[src/rtl/iir_dec2_fifo_pkg.sv]
// Shared constants for the IIR output path: phase encodings and default sizes.
// Also used by iir_par users, so the values here must stay in step with that block.
package iir_dec2_fifo_pkg;

    typedef enum logic {
        EVEN = 1'b0,
        ODD  = 1'b1
    } phase_t;

    localparam int unsigned W_DEF     = 14;
    localparam int unsigned DEPTH_DEF = 4;
    localparam int unsigned AW_DEF    = 2;

endpackage

[src/rtl/dec2_fifo.sv]
// Generic circular synchronous FIFO of 2**AW entries, each W+1 bits wide.
// The caller must only push when a slot is free and only pop when count is non-zero.
module dec2_fifo
    import iir_dec2_fifo_pkg::*;
#(
    parameter int unsigned W  = W_DEF,
    parameter int unsigned AW = AW_DEF
) (
    input  logic          clk,
    input  logic          reset,
    input  logic          push,
    input  logic          pop,
    input  logic [W:0]    din,
    output logic [W:0]    dout,
    output logic [AW:0]   count,
    output logic          full
);

    localparam int unsigned DEPTH = 1 << AW;

    logic [W:0]    mem [DEPTH];
    logic [AW-1:0] wr_ptr;
    logic [AW-1:0] rd_ptr;

    always_ff @(posedge clk or negedge reset) begin
        if (!reset) begin
            wr_ptr <= '0;
            rd_ptr <= '0;
            count  <= '0;
            for (int unsigned i = 0; i < DEPTH; i++) begin
                mem[i] <= '0;
            end
        end else begin
            if (push) begin
                mem[wr_ptr] <= din;
                wr_ptr      <= wr_ptr + AW'(1);
            end
            if (pop) begin
                rd_ptr <= rd_ptr + AW'(1);
            end
            if (push && !pop) begin
                count <= count + (AW+1)'(1);
            end else if (pop && !push) begin
                count <= count - (AW+1)'(1);
            end
        end
    end

    assign dout = mem[rd_ptr];
    assign full = (count == (AW+1)'(DEPTH));

endmodule

[src/rtl/iir_dec2_fifo.sv]
// Decimate-by-2 averager on the IIR output, buffered into a small FIFO with a
// valid/ready output and a sticky overflow flag.
module iir_dec2_fifo
    import iir_dec2_fifo_pkg::*;
#(
    parameter int unsigned W     = W_DEF,
    parameter int unsigned DEPTH = DEPTH_DEF,
    parameter int unsigned AW    = AW_DEF
) (
    input  logic                clk,
    input  logic                reset,
    input  logic signed [W:0]   y_in,
    input  logic                in_valid,
    output logic signed [W:0]   out_data,
    output logic                out_valid,
    input  logic                out_ready,
    output logic [AW:0]         count,
    output logic                overflow
);

    if (DEPTH != (1 << AW)) begin : g_depth_check
        $error("iir_dec2_fifo: DEPTH must equal 2**AW");
    end

    phase_t              phase;
    phase_t              phase_next;
    logic signed [W:0]   hold;
    logic signed [W+1:0] sum;
    logic signed [W:0]   avg;
    logic                push_req;
    logic                push;
    logic                pop;
    logic                full;
    logic [W:0]          fifo_dout;

    // Sign-extend to W+2 bits so the sum never wraps; dropping bit 0 is the
    // arithmetic shift right, and the upper W+1 bits always fit exactly.
    assign sum = $signed({hold[W], hold}) + $signed({y_in[W], y_in});
    assign avg = sum[W+1:1];

    assign push_req = (phase == ODD) && in_valid;
    assign pop      = out_valid && out_ready;
    assign push     = push_req && (!full || pop);

    always_comb begin
        phase_next = phase;
        if (in_valid) begin
            phase_next = (phase == EVEN) ? ODD : EVEN;
        end
    end

    always_ff @(posedge clk or negedge reset) begin
        if (!reset) begin
            phase    <= EVEN;
            hold     <= '0;
            overflow <= 1'b0;
        end else begin
            phase <= phase_next;
            if (in_valid && phase == EVEN) begin
                hold <= y_in;
            end
            if (push_req && full && !pop) begin
                overflow <= 1'b1;
            end
        end
    end

    dec2_fifo #(
        .W  (W),
        .AW (AW)
    ) u_fifo (
        .clk   (clk),
        .reset (reset),
        .push  (push),
        .pop   (pop),
        .din   (avg),
        .dout  (fifo_dout),
        .count (count),
        .full  (full)
    );

    assign out_data  = $signed(fifo_dout);
    assign out_valid = (count != '0);

endmodule

[config.mk]
export PLATFORM = sky130hd
export DESIGN_NAME = iir_dec2_fifo
export DESIGN_NICKNAME = d
export VERILOG_FILES = /design/src/rtl/iir_dec2_fifo_pkg.sv /design/src/rtl/dec2_fifo.sv /design/src/rtl/iir_dec2_fifo.sv
export SDC_FILE = /design/constraint.sdc
export NUM_CORES = 1
export LEC_CHECK = 0
export CAP_MARGIN = 10
export CORE_AREA = 2 2 136 138
export CTS_BUF_LIST = sky130_fd_sc_hd__clkbuf_4
export DETAILED_ROUTE_END_ITERATION = 10
export DIE_AREA = 0 0 138 140
export HOLD_SLACK_MARGIN = 0.08
export MAX_ROUTING_LAYER = met4
export SKIP_LAST_GASP = 1
export SLEW_MARGIN = 40
export SYNTH_ARGS = -nofsm -noshare
export SYNTH_HDL_FRONTEND = slang
export SYNTH_SLANG_ARGS = --single-unit
[constraint.sdc]
create_clock -name clk -period 2.96 [get_ports clk]
set_input_delay 0.296 -clock clk [delete_from_list [all_inputs] [get_ports clk]]
set_output_delay 0.296 -clock clk [all_outputs]
set_load 0.1 [all_outputs]
==> Yosys cells after proc, flatten, opt, wreduce, memory -nomap -nowiden <==
Cells that the tools add are included.
{ "totals": {"register_bits": 84, "in_bits": 19, "output_inout_bits": 20, "word_cells": 46} }
{ "classes": {"n_eq_ne": 1, "add_sub_neg": 5, "n_reduce_logical": 15, "n_mux": 9, "n_lt_le_gt_ge": 3, "bitwise_logic": 3} }
{ "ops": {"columns": ["operator", "count"], "rows": [
  ["60-bit bitwise mux", 1],
  ["15-bit two-way mux", 3],
  ["15-bit binary-select mux with 2-bit select", 1],
  ["15-bit demux with 2-bit select", 1],
  ["15-bit by 15-bit adder with 16-bit output", 1],
  ["1-bit logical AND", 9],
  ["3-bit greater-or-equal comparator, second input constant", 2],
  ["3-bit two-way mux", 2],
  ["2-bit inverter with 3-bit output", 2],
  ["2-bit by 1-bit adder with 2-bit output, second input constant", 2],
  ["3-bit by 1-bit adder with 3-bit output, second input constant", 1],
  ["3-bit == test, second input constant", 1],
  ["1-bit zero test", 3],
  ["3-bit by 1-bit < comparator with 1-bit output, second input constant", 1],
  ["3-bit nonzero test", 1],
  ["3-bit by 1-bit subtractor with 3-bit output, second input constant", 1],
  ["2-bit nonzero test", 1],
  ["1-bit logical OR", 1],
  ["1-bit two-way mux", 1],
  ["1-bit inverter", 1]
]} }

==> Depth between registers and ports, before layout <==
{ "depth": {"word_depth": 8, "ltp_mapped": 9, "mapped_depth_nobuf": 8} }

==> Cells and area by module <==
A second synthesis with hierarchy kept.
{ "unflattened": {"cells_unflattened": 318, "area_unflattened_um2": 4415.5} }
{ "modules_own_cells": {"columns": ["module", "seq_area_each_um2", "area_each_um2", "n_inst", "cells_per_inst"], "rows": [
  ["dec2_fifo", 1676.6, 3020.4, 1, 177],
  ["iir_dec2_fifo", 425.4, 1395.1, 1, 141]
]} }

==> Worst setup path after synthesis <==
Ideal clock, no wire load.
{ "synth_path": {"kind": "register -> register", "startpoint": "register u_fifo.count[0]", "endpoint": "register u_fifo.count[1]", "n_path_buf": 0, "stages_incl_launch_ff": 7, "setup_time_ns": 0.126, "setup_slack_ns": -0.186, "required_time_ns": 2.834, "period_less_slack_ns": 3.146, "arrival_ns": 3.020, "path_cell_list": "dfrtp_1 or3_1 nand2_1 ha_1 inv_1 fa_1 mux2_2"} }
{ "synth_via": {"elab_chain_len": 7, "elab_cells_between_ends": 15, "cone_classes": "2 x add/sub; 1 x eq/ne; 2 x mux; 10 x reduce/logical"} }
{ "synth_lines": {"columns": ["item", "line_no", "source"], "rows": [
  ["start: declaration", "dec2_fifo.sv:15", "output logic [AW:0] count,"],
  ["start signal: assignment", "dec2_fifo.sv:42", "count <= count + (AW+1)'(1);"],
  ["start signal: assignment", "dec2_fifo.sv:44", "count <= count - (AW+1)'(1);"],
  ["3-bit nonzero test (*)", "iir_dec2_fifo.sv:83", "assign out_valid = (count != '0);"],
  ["named net out_valid", "iir_dec2_fifo.sv:15", "output logic out_valid,"],
  ["1-bit logical AND (*)", "iir_dec2_fifo.sv:42", "assign pop = out_valid && out_ready;"],
  ["1-bit logical OR", "iir_dec2_fifo.sv:43", "assign push = push_req && (!full || pop);"],
  ["1-bit logical AND", "iir_dec2_fifo.sv:43", null],
  ["1-bit zero test", "dec2_fifo.sv:43", "end else if (pop && !push) begin"],
  ["1-bit logical AND", "dec2_fifo.sv:43", null],
  ["2-bit nonzero test (no source line)", null, null]
]} }
Mark *: on every way through the listed nets, which the timed path passes. The rest lies on a longest branch. The select of a mux whose other input is x is not followed.
A chain may end at the register's enable or synchronous reset.

==> Worst setup path after layout <==
{ "layout_path": {"startpoint": "register u_fifo.rd_ptr[0]", "endpoint": "output port out_data[9]"} }
{ "layout_via": {"elab_chain_len": 4} }
{ "layout_lines": {"columns": ["item", "line_no", "source"], "rows": [
  ["start: declaration", "dec2_fifo.sv:23", "logic [AW-1:0] rd_ptr;"],
  ["start signal: assignment", "dec2_fifo.sv:39", "rd_ptr <= rd_ptr + AW'(1);"],
  ["2-bit inverter with 3-bit output (implied by the code)", "dec2_fifo.sv:49", "assign dout = mem[rd_ptr];"],
  ["15-bit binary-select mux with 2-bit select", "dec2_fifo.sv:49", null],
  ["15-bit two-way mux (implied by the code) (2 in series)", "dec2_fifo.sv:49", null],
  ["end: declaration", "iir_dec2_fifo.sv:14", "output logic signed [W:0] out_data,"]
]} }
No other way between the ends. The select of a mux whose other input is x is not followed.

==> results.md <==
Die:
- After floorplanning, the core was divided into between 40 and 50 placement rows.
- The starting density of the core is 24.8%.
- The die outline height is ~140 microns.
- The die covers 19300 sq um.
- The number of primary I/O pins is 39.
- From left edge to right edge, the die measures approximately 140 microns.
- The core region is ~18000 sq um.

Critical path:
- The biggest fanout along the worst timing path is 9.
- The critical path is of the reg2out type.
- STA puts the critical path data required time at 2.66 ns.
- The critical path data arrival time is 2.27 ns.
- The element type at the critical path end is an output pin.
- For the worst flop-to-flop path, the logic depth is 8.
- The worst setup path is launched from a register.

STA:
- The slew at the pin with the worst max-slew slack is 0.691 ns.
- The number of endpoints with negative hold slack in the final report is 0.
- The clock skew is between 0.02 and 0.025 ns.
- The shortest period the worst path allows is 2.57 ns.
- The setup total negative slack is 0 ns.
- The normalized max-slew margin is approximately 54%.
- For this run, the top clock speed supported by timing is a little under 400 MHz.
- The count of endpoints failing setup in the final report is 0.
- The number of pins with negative max-slew slack in the final report was 0.
- Setup repair after global routing left no endpoint under its margin.
- The ratio of final minimum period to clock period is 86.7%.

Detailed routing:
- In the final routed layout, each cell accounts on average for 14.8 microns.
- The number of vias after detailed routing is between 3000 and 4000.
- In this run, the number of DRC markers left after iteration 0 of detailed routing was approximately 190.
- Summed over all layers, the routed wires come to roughly 10 mm.
- In the final routing, the length of wire on met1 measures 4.62 mm.
- The routed design uses around 400 microns of met3 wire.
- The first TritonRoute pass finished after 4 iterations.
- Dividing the detail-routed via count by the number of cells gives ~4.6.
- The number of nets still failing antenna checks after routing is 0.
- The highest metal layer carrying signal wires in the routed design is met4.
- After detailed routing, the number of remaining DRC violations is 0.
- The total length of routed met2 wires is 4.85 mm.

Status:
- The flow ran to the end, and the final reports show no timing, DRC or antenna violations.

GRT:
- The first global-routing pass estimated 16.6 mm of wire.
- The via count of the first global-routing pass was 3258.
- Across every metal layer, demand over resource in global routing totals 10.9%.
- The number of antenna violations at the first check in global routing is 0.
- The sum of overflow across all layers after global routing is 0.
- Entering global routing, the biggest net connects 85 pins.

Synth:
- The synthesized flop and latch total is 84.
- Of the synthesized area, sequential elements account for a little under half.
- The number of different library cells in the post-synthesis netlist is 49.
- The total of warnings raised by yosys is 0.
- The proportion of synthesized flip-flops having asynchronous set or reset is 100%.
- The mean instance size in the synthesized netlist is between 10 and 15 sq um.
- The cell area after synthesis is around 4400 sq um.
- After synthesis, the cell types taking the most area are dfrtp_1, mux2_2, mux4_2, nand2_1, ha_1.
- The cell type contributing the most total cell area after synthesis is dfrtp_1.
- The net count after synthesis is around 440.
- The portion of synthesized cell area occupied by the leading cell type is 47.7%.
- In this run, synthesis inferred 0 flip-flops with an integrated enable.
- The number of instances in the synthesized netlist is 399.
- The commonest register cell after synthesis is dfrtp_1.

CTS:
- For the worst-skew pair, the clock arrives at the later sink with an insertion delay of 0.45 ns.
- The tree is rooted in a clkbuf_4.
- The TritonCTS clock tree is done.
- The number of H-tree branching levels is 3.
- The longest clock path from root to sink contains 2 buffers.
- The setup fix buffers added after clock tree synthesis is 0.
- In this run, CTS created clock tree buffers numbering 9.
- The post-cts gate resize count is 0.
- The post-CTS clock slew at the launch and capture registers of the worst setup and hold paths is ~0.14 ns.
- The number of hold buffers added after CTS was 1.
- The number of sinks on the clock net is 84.

Layout:
- The net count of the finished layout is 483.
- Of the cells placed in the final design, the portion with a size suffix greater than 1 is 24.3%.
- The diode insertion count for antenna repair is 0.
- The post-synthesis to final-layout area growth is 17.4%.

Place:
- The estimated wirelength of the detail-placed design is between 7 and 8 mm.
- The routability congestion estimate is 0.836.
- During placement, the flow inserted port buffers numbering 38.

Job:
- The number of maximum-capacitance constraint violations is 0.

Hold path:
- The worst hold path belongs to the class in2async.
==> layer usage <==
layer	track usage, %	up-vias
li1	-	1501
met4	3.44	0
met5	-	-
met3	2.46	9
met1	13.2	1554
met2	18.3	71
==> sequential cells by signal (all words and copies together) (netlist names) <==
| signal | cells |
|---|---|
| u_fifo.rd_ptr | 2 |
| u_fifo.count | 3 |
| u_fifo.wr_ptr | 2 |
| u_fifo.mem | 60 |
| overflow | 1 |
| phase | 1 |
| hold | 15 |
==> cell type report <==
cell class                 instances  area [sq um]
clock buffer                       9          67.6
clock inverter                     7          48.8
multi-input combinational        289          2200
inverter                           9          33.8
fill                            1848         12600
sequential                        84          2100
timing repair buffer              50           439
tap                              229           287
==> worst paths after layout <==
path / from / to / slack (ns)
max: u_fifo.rd_ptr[0] / out_data[9] / 0.39
min: reset / hold[0] / 0.40
max reg2reg: hold[0] / u_fifo.mem[26] / 0.50
min reg2reg: u_fifo.mem[45] / u_fifo.mem[45] / 0.49
max in group asynchronous: reset / u_fifo.rd_ptr[1] / 2.02
min in group clk: in_valid / phase / 0.47
==> critical path, cell delays in order (launching register included) <==
cell and delay, ns:
dfrtp_1 0.77, buf_12 0.23, mux4_2 0.55, buf_4 0.26
==> Yosys cell counts (all sizes together), types with 2 or more instances <==
library cell	n
mux4	15
a21o	2
dfrtp	84
nand3	3
a31oi	2
o21ai	35
clkbuf	8
inv	9
buf	9
fa	2
and2	11
a32o	4
a311oi	4
mux2	33
nor2	13
a21oi	16
ha	19
nor3	2
xnor2	8
nor2b	3
xor2	6
nand4	2
nand2	90
==> per-stage QoR <==
step | setup slack, ns | instance area [sq um] | instances | hold slack [ns] | util, %
floorplan | 0.217 | 4410 | 399 | 0.000409 | -
global placement | 0.236 | 5040 | 660 | 0.453 | 28.4
detailed placement | 0.126 | 5050 | 660 | 0.406 | 28.4
CTS | 0.329 | 5170 | 677 | 0.450 | 29.1
global route | 0.240 | 5180 | 677 | 0.454 | 29.1
finish | 0.395 | 5180 | 677 | 0.403 | 29.1
==> cell families after synthesis <==
| logic type | Yosys count | share of synthesized area, % |
|---|---|---|
| simple gates | 132 | 13.5 |
| flops | 84 | 47.7 |
| compound gates | 73 | 10.8 |
| mux | 49 | 16.4 |
| buf+inv | 26 | 2.61 |
| fa+ha+maj | 21 | 6.30 |
| xor+xnor | 14 | 2.78 |
==> cells in the final DEF, fill, tap and decap left out, types with 2 or more instances in the layout <==
master,synthesis,final
mux4_2,15,15
a31oi_1,2,2
nand4_1,2,2
mux2_2,32,32
a21oi_1,13,13
a32o_1,4,4
and2_0,4,4
and2_1,7,7
dfrtp_1,84,83
o21ai_0,29,29
xnor2_1,8,8
fa_1,2,2
buf_4,0,30
a21oi_2,3,3
nor2b_1,3,3
inv_1,9,9
nor3_1,2,2
a311oi_1,4,4
nand2_1,90,90
a21o_1,2,2
clkdlybuf4s50_1,0,17
ha_1,19,19
nor2_1,12,12
inv_6,0,3
clkinv_2,0,2
clkbuf_4,0,9
nand3_1,3,3
o21ai_1,5,5
xor2_1,6,6
Power is left out: the tool's default activity adds up to more than one toggle a clock period on the data nets, which glitch-free logic cannot reach.
